### src/rtl/regfile_write_arbiter.sv
// Two-requester round-robin arbiter for the register file write port.
// Supports a bounded lock/burst and registers the winning write one cycle after acceptance.
module regfile_write_arbiter #(
  parameter int unsigned WIDTH     = 32,
  parameter int unsigned SIZE      = 5,
  parameter int unsigned MAX_BURST = 4
) (
  input  logic             clk,
  input  logic             reset,
  input  logic             req0_valid_i,
  input  logic             req0_lock_i,
  input  logic [SIZE-1:0]  req0_addr_i,
  input  logic [WIDTH-1:0] req0_data_i,
  output logic             req0_ready_o,
  input  logic             req1_valid_i,
  input  logic             req1_lock_i,
  input  logic [SIZE-1:0]  req1_addr_i,
  input  logic [WIDTH-1:0] req1_data_i,
  output logic             req1_ready_o,
  output logic             reg_write_o,
  output logic [SIZE-1:0]  write_register_o,
  output logic [WIDTH-1:0] write_data_o,
  output logic             zero_drop_o
);

  localparam int unsigned CW = $clog2(MAX_BURST + 1);
  localparam logic [CW-1:0] BURST_MAX = CW'(MAX_BURST);

  typedef enum logic [1:0] {OWN_NONE, OWN_REQ0, OWN_REQ1} owner_e;

  owner_e          r_owner, w_owner_nxt;
  logic            r_rr, w_rr_nxt;
  logic [CW-1:0]   r_burst, w_burst_nxt;
  logic            w_gnt0, w_gnt1, w_acc;
  logic [SIZE-1:0] w_sel_addr;
  logic [WIDTH-1:0] w_sel_data;

  logic             r_reg_write, r_zero_drop;
  logic [SIZE-1:0]  r_write_register;
  logic [WIDTH-1:0] r_write_data;

  always_ff @(posedge clk or negedge reset) begin
    if (!reset) begin
      r_owner <= OWN_NONE;
      r_rr    <= 1'b0;
      r_burst <= '0;
    end else begin
      r_owner <= w_owner_nxt;
      r_rr    <= w_rr_nxt;
      r_burst <= w_burst_nxt;
    end
  end

  always_comb begin
    w_owner_nxt = OWN_NONE;
    w_burst_nxt = '0;
    w_rr_nxt    = r_rr;
    if (w_gnt0) begin
      w_rr_nxt    = 1'b1;
      w_owner_nxt = OWN_REQ0;
      if (r_owner == OWN_REQ0)
        w_burst_nxt = (r_burst == BURST_MAX) ? r_burst : r_burst + CW'(1);
      else
        w_burst_nxt = CW'(1);
    end else if (w_gnt1) begin
      w_rr_nxt    = 1'b0;
      w_owner_nxt = OWN_REQ1;
      if (r_owner == OWN_REQ1)
        w_burst_nxt = (r_burst == BURST_MAX) ? r_burst : r_burst + CW'(1);
      else
        w_burst_nxt = CW'(1);
    end
  end

  // Lock only holds the grant for the current owner while its burst budget remains.
  always_comb begin
    w_gnt0 = 1'b0;
    w_gnt1 = 1'b0;
    case ({req1_valid_i, req0_valid_i})
      2'b01: w_gnt0 = 1'b1;
      2'b10: w_gnt1 = 1'b1;
      2'b11: begin
        if (r_owner == OWN_REQ0 && req0_lock_i && r_burst < BURST_MAX)
          w_gnt0 = 1'b1;
        else if (r_owner == OWN_REQ1 && req1_lock_i && r_burst < BURST_MAX)
          w_gnt1 = 1'b1;
        else if (r_rr)
          w_gnt1 = 1'b1;
        else
          w_gnt0 = 1'b1;
      end
      default: ;
    endcase
  end

  assign req0_ready_o = w_gnt0;
  assign req1_ready_o = w_gnt1;
  assign w_acc        = w_gnt0 | w_gnt1;
  assign w_sel_addr   = w_gnt1 ? req1_addr_i : req0_addr_i;
  assign w_sel_data   = w_gnt1 ? req1_data_i : req0_data_i;

  always_ff @(posedge clk or negedge reset) begin
    if (!reset) begin
      r_reg_write      <= 1'b0;
      r_zero_drop      <= 1'b0;
      r_write_register <= '0;
      r_write_data     <= '0;
    end else begin
      r_reg_write <= w_acc && (w_sel_addr != '0);
      r_zero_drop <= w_acc && (w_sel_addr == '0);
      if (w_acc && (w_sel_addr != '0)) begin
        r_write_register <= w_sel_addr;
        r_write_data     <= w_sel_data;
      end
    end
  end

  assign reg_write_o      = r_reg_write;
  assign zero_drop_o      = r_zero_drop;
  assign write_register_o = r_write_register;
  assign write_data_o     = r_write_data;

endmodule

### config.mk
export PLATFORM = sky130hd
export DESIGN_NAME = regfile_write_arbiter
export DESIGN_NICKNAME = d
export VERILOG_FILES = /design/src/rtl/regfile_write_arbiter.sv
export SDC_FILE = /design/constraint.sdc
export NUM_CORES = 1
export LEC_CHECK = 0
export ABC_AREA = 1
export CORE_ASPECT_RATIO = 1.25
export CORE_MARGIN = 4
export CORE_UTILIZATION = 35
export CTS_CLUSTER_DIAMETER = 40
export DETAILED_ROUTE_END_ITERATION = 10
export PLACE_DENSITY = 0.73
export SLEW_MARGIN = 20
export SYNTH_ARGS = -nofsm -noshare
export SYNTH_HDL_FRONTEND = slang
export SYNTH_SLANG_ARGS = --single-unit
### constraint.sdc
create_clock -name clk -period 2.4 [get_ports clk]
set_input_delay 0.48 -clock clk [delete_from_list [all_inputs] [get_ports clk]]
set_output_delay 0.48 -clock clk [all_outputs]
set_load 0.005 [all_outputs]
==> results.yml, run 1 <==
logic_synthesis:
  yosysTopAreaCellShare_pct: 46.39
  seq_area_frac_synth_pct: 46.39
  synthCells: 345
  yosysTopAreaCell: "dfrtp_1"
  syn_area_um2: 2427
  ys_types: 23
  synth_area_leaders: "dfrtp_1 (46%), nand2_1 (29%), nand3_1 (8.2%)"
  synth_fp_nets: 427
  synth-seq-cells: 45
  syn_avg_cell_area_um2: 7.036
  yosysWarnings: 0
cts:
  cts_root_buf: "clkbuf_8"
  numCtsBuffers: 5
  hold_buffers: 0
  clk_latency_ns: 0.30
  tritoncts: "built"
  cts_buffer_depth: 2
  clkSinkCount: 45
  h-tree-depth: 2
  clkTransAtPathRegs_ns: 0.09
sta:
  relSlewSlack_pct: 62.32
  fmax_ghz: 0.4341
  drv_slew: 0
  period_needed_ns: 2.304
  hold_slack_ns: 0.2507
  tightest_slew_ns: 0.5652
  finalWorstSetupSlack_ns: 0.09614
  setup_viol: 0
  fin_crit_sh_pct: 95.99
  rsz0062_at_grt: "false"
  hold_viol: 0
  skew_ns: 0.003401
die:
  ios: 121
  die_area_um2: 8340
  core_um2: 6648
  die_x_um: 82.49
  start_util_pct: 36.51
  die_y_um: 101.1
  num_rows: 33
routing:
  wirelength_mm: 6.739
  firstDrtPassIters: 4
  wire_per_inst_um: 12.01
  via_per_inst: 4.465
  drc_errors: 0
  drtIter0Drc: 73
  vias: 2505
  drtAntennaViolNets: 0
power:
  p_per_area_nw_per_um2: 525.5
  peakVddDrop_mv: 0.2690
  power_leakage_nw: 1.995
  finalPower_mw: 2.046
global_route:
  grt_pass1_vias: 2434
  grt_max_degree: 46
  antenna_found_initial: 0
  grt_pass1_wl_mm: 10.81
  grtUsageTotal_pct: 16.47
  grt-ovfl-total: 0
critical_path:
  crit_fanout: 3
  rr_endpoint: "write_data_o[16]"
  worst-r2r-cell-count: 11
  end_kind: "primary output"
  reg2reg_from: "r_owner[1]"
  cp-start-kind: "primary input"
  critPathRequiredTime_ns: 1.92
  crit_arrival_ns: 1.82
  worstSetupPathType: "primary input to primary output"
  r2r_slack_ns: 0.46
final_layout:
  area_delta_synth_final_pct: 60.36
  final_area_um2: 3892
  diodes: 0
  drive_above_1_share_pct: 7.384
  final_core_util_pct: 58.55
  nets: 555
  final_cell_mix: "nand2_1 (186), clkdlybuf4s50_1 (116), dfrtp_1 (45), nand3_1 (40), inv_1 (27)"
  layout_commonest_cell: "nand2_1"
placed_design:
  post-place-ws_ns: -0.09931
  dp_hpwl_mm: 5.050
  placement.io_buffers: 120
  place.gp.congestion: 0.8388
  placed_cell_area_um2: 3799
job:
  drv_cap: 0
outcome:
  status: "complete, no violations"
hold_path:
  hp-class: "primary input to async pin"
-- worst max-delay path, stage by stage --
cell             delay [ns]
clkdlybuf4s50_1        0.46
inv_1                  0.04
nor2_1                 0.08
nand2_1                0.07
nand2_2                0.07
nand3_4                0.07
nand2_4                0.09
clkinv_1               0.09
nand2_2                0.07
inv_1                  0.05
dlygate4sd2_1          0.25
-- worst max-delay path by stage --
stage                             from                   to  slack [ns]
after global routing       req1_lock_i         req0_ready_o        0.01
after CTS                  req1_lock_i         req0_ready_o        0.09
after global placement    req0_valid_i         req0_ready_o       -0.08
final                      req1_lock_i         req0_ready_o         0.1
after floorplan            req1_lock_i  write_register_o[4]        0.61
after detailed placement  req0_valid_i         req0_ready_o        -0.1
-- sequential cells by signal, indices dropped and copies added, names as in the netlist --
register	cells
write_data_o	32
write_register_o	5
r_burst	3
r_owner	2
r_rr	1
reg_write_o	1
zero_drop_o	1
-- cell usage after synthesis --
| library cell | number |
|---|---|
| nand2_1 | 187 |
| dfrtp_1 | 45 |
| nand3_1 | 40 |
| inv_1 | 27 |
| nor2_1 | 7 |
| buf_2 | 6 |
| clkbuf_1 | 6 |
| buf_6 | 3 |
| o21ai_0 | 3 |
| a21oi_1 | 2 |
| buf_4 | 2 |
| clkinv_1 | 2 |
| ha_1 | 2 |
| nand2_4 | 2 |
| nand3b_1 | 2 |
| nor2_2 | 2 |
| nand2_2 | 1 |
| nand3_4 | 1 |
| o21ai_1 | 1 |
| o21bai_1 | 1 |
| o21bai_2 | 1 |
| o22ai_1 | 1 |
| xor2_1 | 1 |
-- kinds of logic after synthesis --
kind of cell | after synthesis | synth area share, %
and+or+nand+nor | 242 | 41.29
buffers and inverters | 46 | 8.660
DFF | 45 | 46.39
AOI/OAI and AO/OA | 9 | 2.268
adders and majority gates | 2 | 1.031
xor gates and xnor gates | 1 | 0.3609
-- report_power, final --
part	switching [mW]	internal [mW]	total, mW
combinational	0.277	0.393	0.669
sequential	0.0527	0.854	0.907
clock	0.268	0.201	0.469
-- per-stage QoR --
stage                     setup TNS, ns  instances
final                                 0        561
after global routing                  0        561
after CTS                             0        561
after detailed placement         -3.026        553
after global placement           -1.415        553
after floorplan                       0        345
-- repair_timing --
item                                    4_1_cts  5_1_grt
hold endpoints to repair                      0        0
cloned                                        0        0
resized for setup                             3        2
setup buffers                                 0        0
endpoints found under the setup margin        2        2
-- layer usage --
layer	part of all wire (%)	wire length (µm)	global-route usage [%]
met5	0	0	0
met4	1.1	76	3.964
met3	9.3	630	6.172
met2	52	3472	30.06
met1	38	2559	17.55
-- layout make-up --
cell class / instances / area [µm²]
Fill cell: 641 / 2755
Sequential cell: 45 / 1126
Multi-Input combinational cell: 254 / 1110
Timing Repair Buffer: 138 / 1353
Tap cell: 87 / 108.9
Clock inverter: 3 / 17.52
Clock buffer: 5 / 68.82
Inverter: 29 / 108.9
Power figures use the tool's default switching activity.
==> inputs of run 2 (changes only) <==
CORE_MARGIN = 2   (was 4)
CTS_CLUSTER_SIZE = 8   (was unset)
SKIP_LAST_GASP = 1   (was unset)
==> results.yml, run 2 (synthesis results as in run 1) <==
sta:
  drv_slew: 0
  tightest_slew_ns: 0.4989
  period_needed_ns: 2.283
  relSlewSlack_pct: 66.74
  final.setup.tns_ns: 0
  skew_ns: 0.004123
  finalWorstSetupSlack_ns: 0.1175
  setup_viol: 0
  fin_crit_sh_pct: 95.10
  fmax_ghz: 0.4381
  rsz0062_at_grt: "true"
  hold_viol: 0
global_route:
  grt.busiest_layer: "met2"
  met3_usage_pct: 6.506
  grt_pass1_vias: 2470
  grt_max_degree: 38
  antenna_found_initial: 0
  grt_pass1_wl_mm: 10.80
  grt-ovfl-total: 0
  met1_usage_pct: 19.02
  grtUsageTotal_pct: 17.58
  use_met2_pct: 32.16
routing:
  drtAntennaViolNets: 0
  firstDrtPassIters: 4
  via_per_inst: 4.472
  vias: 2518
  drtIter0Drc: 64
  drc_errors: 0
  wire_per_inst_um: 11.66
  wirelength_mm: 6.563
placed_design:
  placement.io_buffers: 120
  placedCellCount: 553
  post-place-ws_ns: -0.1128
  dp_hpwl_mm: 4.882
  placed_cell_area_um2: 3779
  place.gp.congestion: 0.7945
final_layout:
  drive_above_1_share_pct: 7.773
  finalNonFillerCells: 563
  largest_reg_flops: 32
  final_area_um2: 3895
  layout_commonest_cell: "nand2_1"
  area_delta_synth_final_pct: 60.46
  final_cell_mix: "nand2_1 (186), clkdlybuf4s50_1 (116), dfrtp_1 (45), nand3_1 (40), inv_1 (26)"
  nets: 557
  diodes: 0
  final_core_util_pct: 58.59
cts:
  cts_buffer_depth: 2
  clkSinkCount: 45
  cts_root_buf: "clkbuf_8"
  numCtsBuffers: 5
  hold_buffers: 0
  tritoncts: "built"
  clk_latency_ns: 0.30
  clkTransAtPathRegs_ns: 0.08
  h-tree-depth: 2
power:
  intPower_mw: 1.452
  clkPwrFrac_pct: 22.7
  switching_share_pct: 28.79
  p_seq_share_pct: 44.5
  switchingPower_mw: 0.5872
  p_per_area_nw_per_um2: 523.6
  comb_power_share_pct: 32.8
  peakVddDrop_mv: 0.2384
  power_leakage_nw: 2.004
die:
  die_area_um2: 7622
  core_um2: 6648
  ios: 121
  start_util_pct: 36.51
  num_rows: 33
  die_y_um: 97.11
  die_x_um: 78.49
critical_path:
  worst-r2r-cell-count: 13
  end_kind: "primary output"
  crit_fanout: 3
  crit_arrival_ns: 1.80
  cp-start-kind: "primary input"
  critPathRequiredTime_ns: 1.92
  worstSetupPathType: "primary input to primary output"
hold_path:
  hp-class: "primary input to async pin"
outcome:
  status: "complete, no violations"
job:
  drv_cap: 0
==> run 2: changes by cell type in the layout (fill, tap and decap cells not counted), sizes merged <==
cell | before | now
nand2 | 190 | 191
clkinv | 4 | 2
clkbuf | 5 | 7
buf | 19 | 20
==> run 2: per-layer routing <==
layer,wire [µm],share of wire [%]
met5,0,0
met4,53,0.81
met3,535,8.2
met2,3323,51
met1,2651,40
==> run 2: layout make-up <==
type / instances / area, µm²
Clock inverter: 1 / 7.507
Fill cell: 649 / 2753
Sequential cell: 45 / 1126
Clock buffer: 7 / 76.32
Tap cell: 87 / 108.9
Inverter: 29 / 110.1
Multi-Input combinational cell: 255 / 1119
Timing Repair Buffer: 139 / 1348
==> run 2: worst max-delay path, cell delays in order <==
cell and delay (ns):
clkdlybuf4s50_1 0.45, inv_1 0.04, nor2_1 0.09, nand2_1 0.07, nand2_2 0.07, nand3_4 0.08, nand2_4 0.10, clkinv_2 0.07
nand2_2 0.06, inv_1 0.05, dlygate4sd2_1 0.25
==> run 2: power groups by stage <==
stage / Sequential, mW / Clock, mW / Combinational (mW)
floorplan: 0.926 / 0 / 0.252
global placement: 0.918 / 0 / 0.663
detailed placement: 0.922 / 0 / 0.672
CTS: 0.908 / 0.479 / 0.676
global route: 0.921 / 0.507 / 0.749
finish: 0.907 / 0.463 / 0.669
==> run 2: repair_timing <==
action / in CTS / in global routing
gates resized for setup: 5 / 3
endpoints found under the setup margin: 2 / 37
pin swaps: 1 / 1
gates cloned: 0 / 1
setup buffers: 1 / 0
==> run 2: worst paths after layout <==
kind                                     to  slack (ns)        startpoint
max                            req0_ready_o        0.12       req1_lock_i
min                        write_data_o[12]        0.13             reset
max reg2reg                write_data_o[12]        0.38        r_owner[0]
min reg2reg                write_data_o[26]        0.47  write_data_o[26]
max in group asynchronous  write_data_o[31]        1.57             reset
min in group clk           write_data_o[26]        0.47  write_data_o[26]
==> run 2: per-stage QoR <==
| step | total power [mW] | hold WS, ns |
|---|---|---|
| 4_1_cts | 2.063 | 0.1534 |
| 6_report | 2.039 | 0.1324 |
| 3_5_place_dp | 1.594 | 0.4578 |
| 2_1_floorplan | 1.178 | 0.1844 |
| 5_1_grt | 2.176 | 0.1744 |
| 3_3_place_gp | 1.580 | 0.4531 |
==> inputs of run 3 (changes only) <==
CTS_CLUSTER_SIZE = unset   (was 8)
==> results of run 3 <==
Final layout, timing and power as in run 2 (identical DEF).
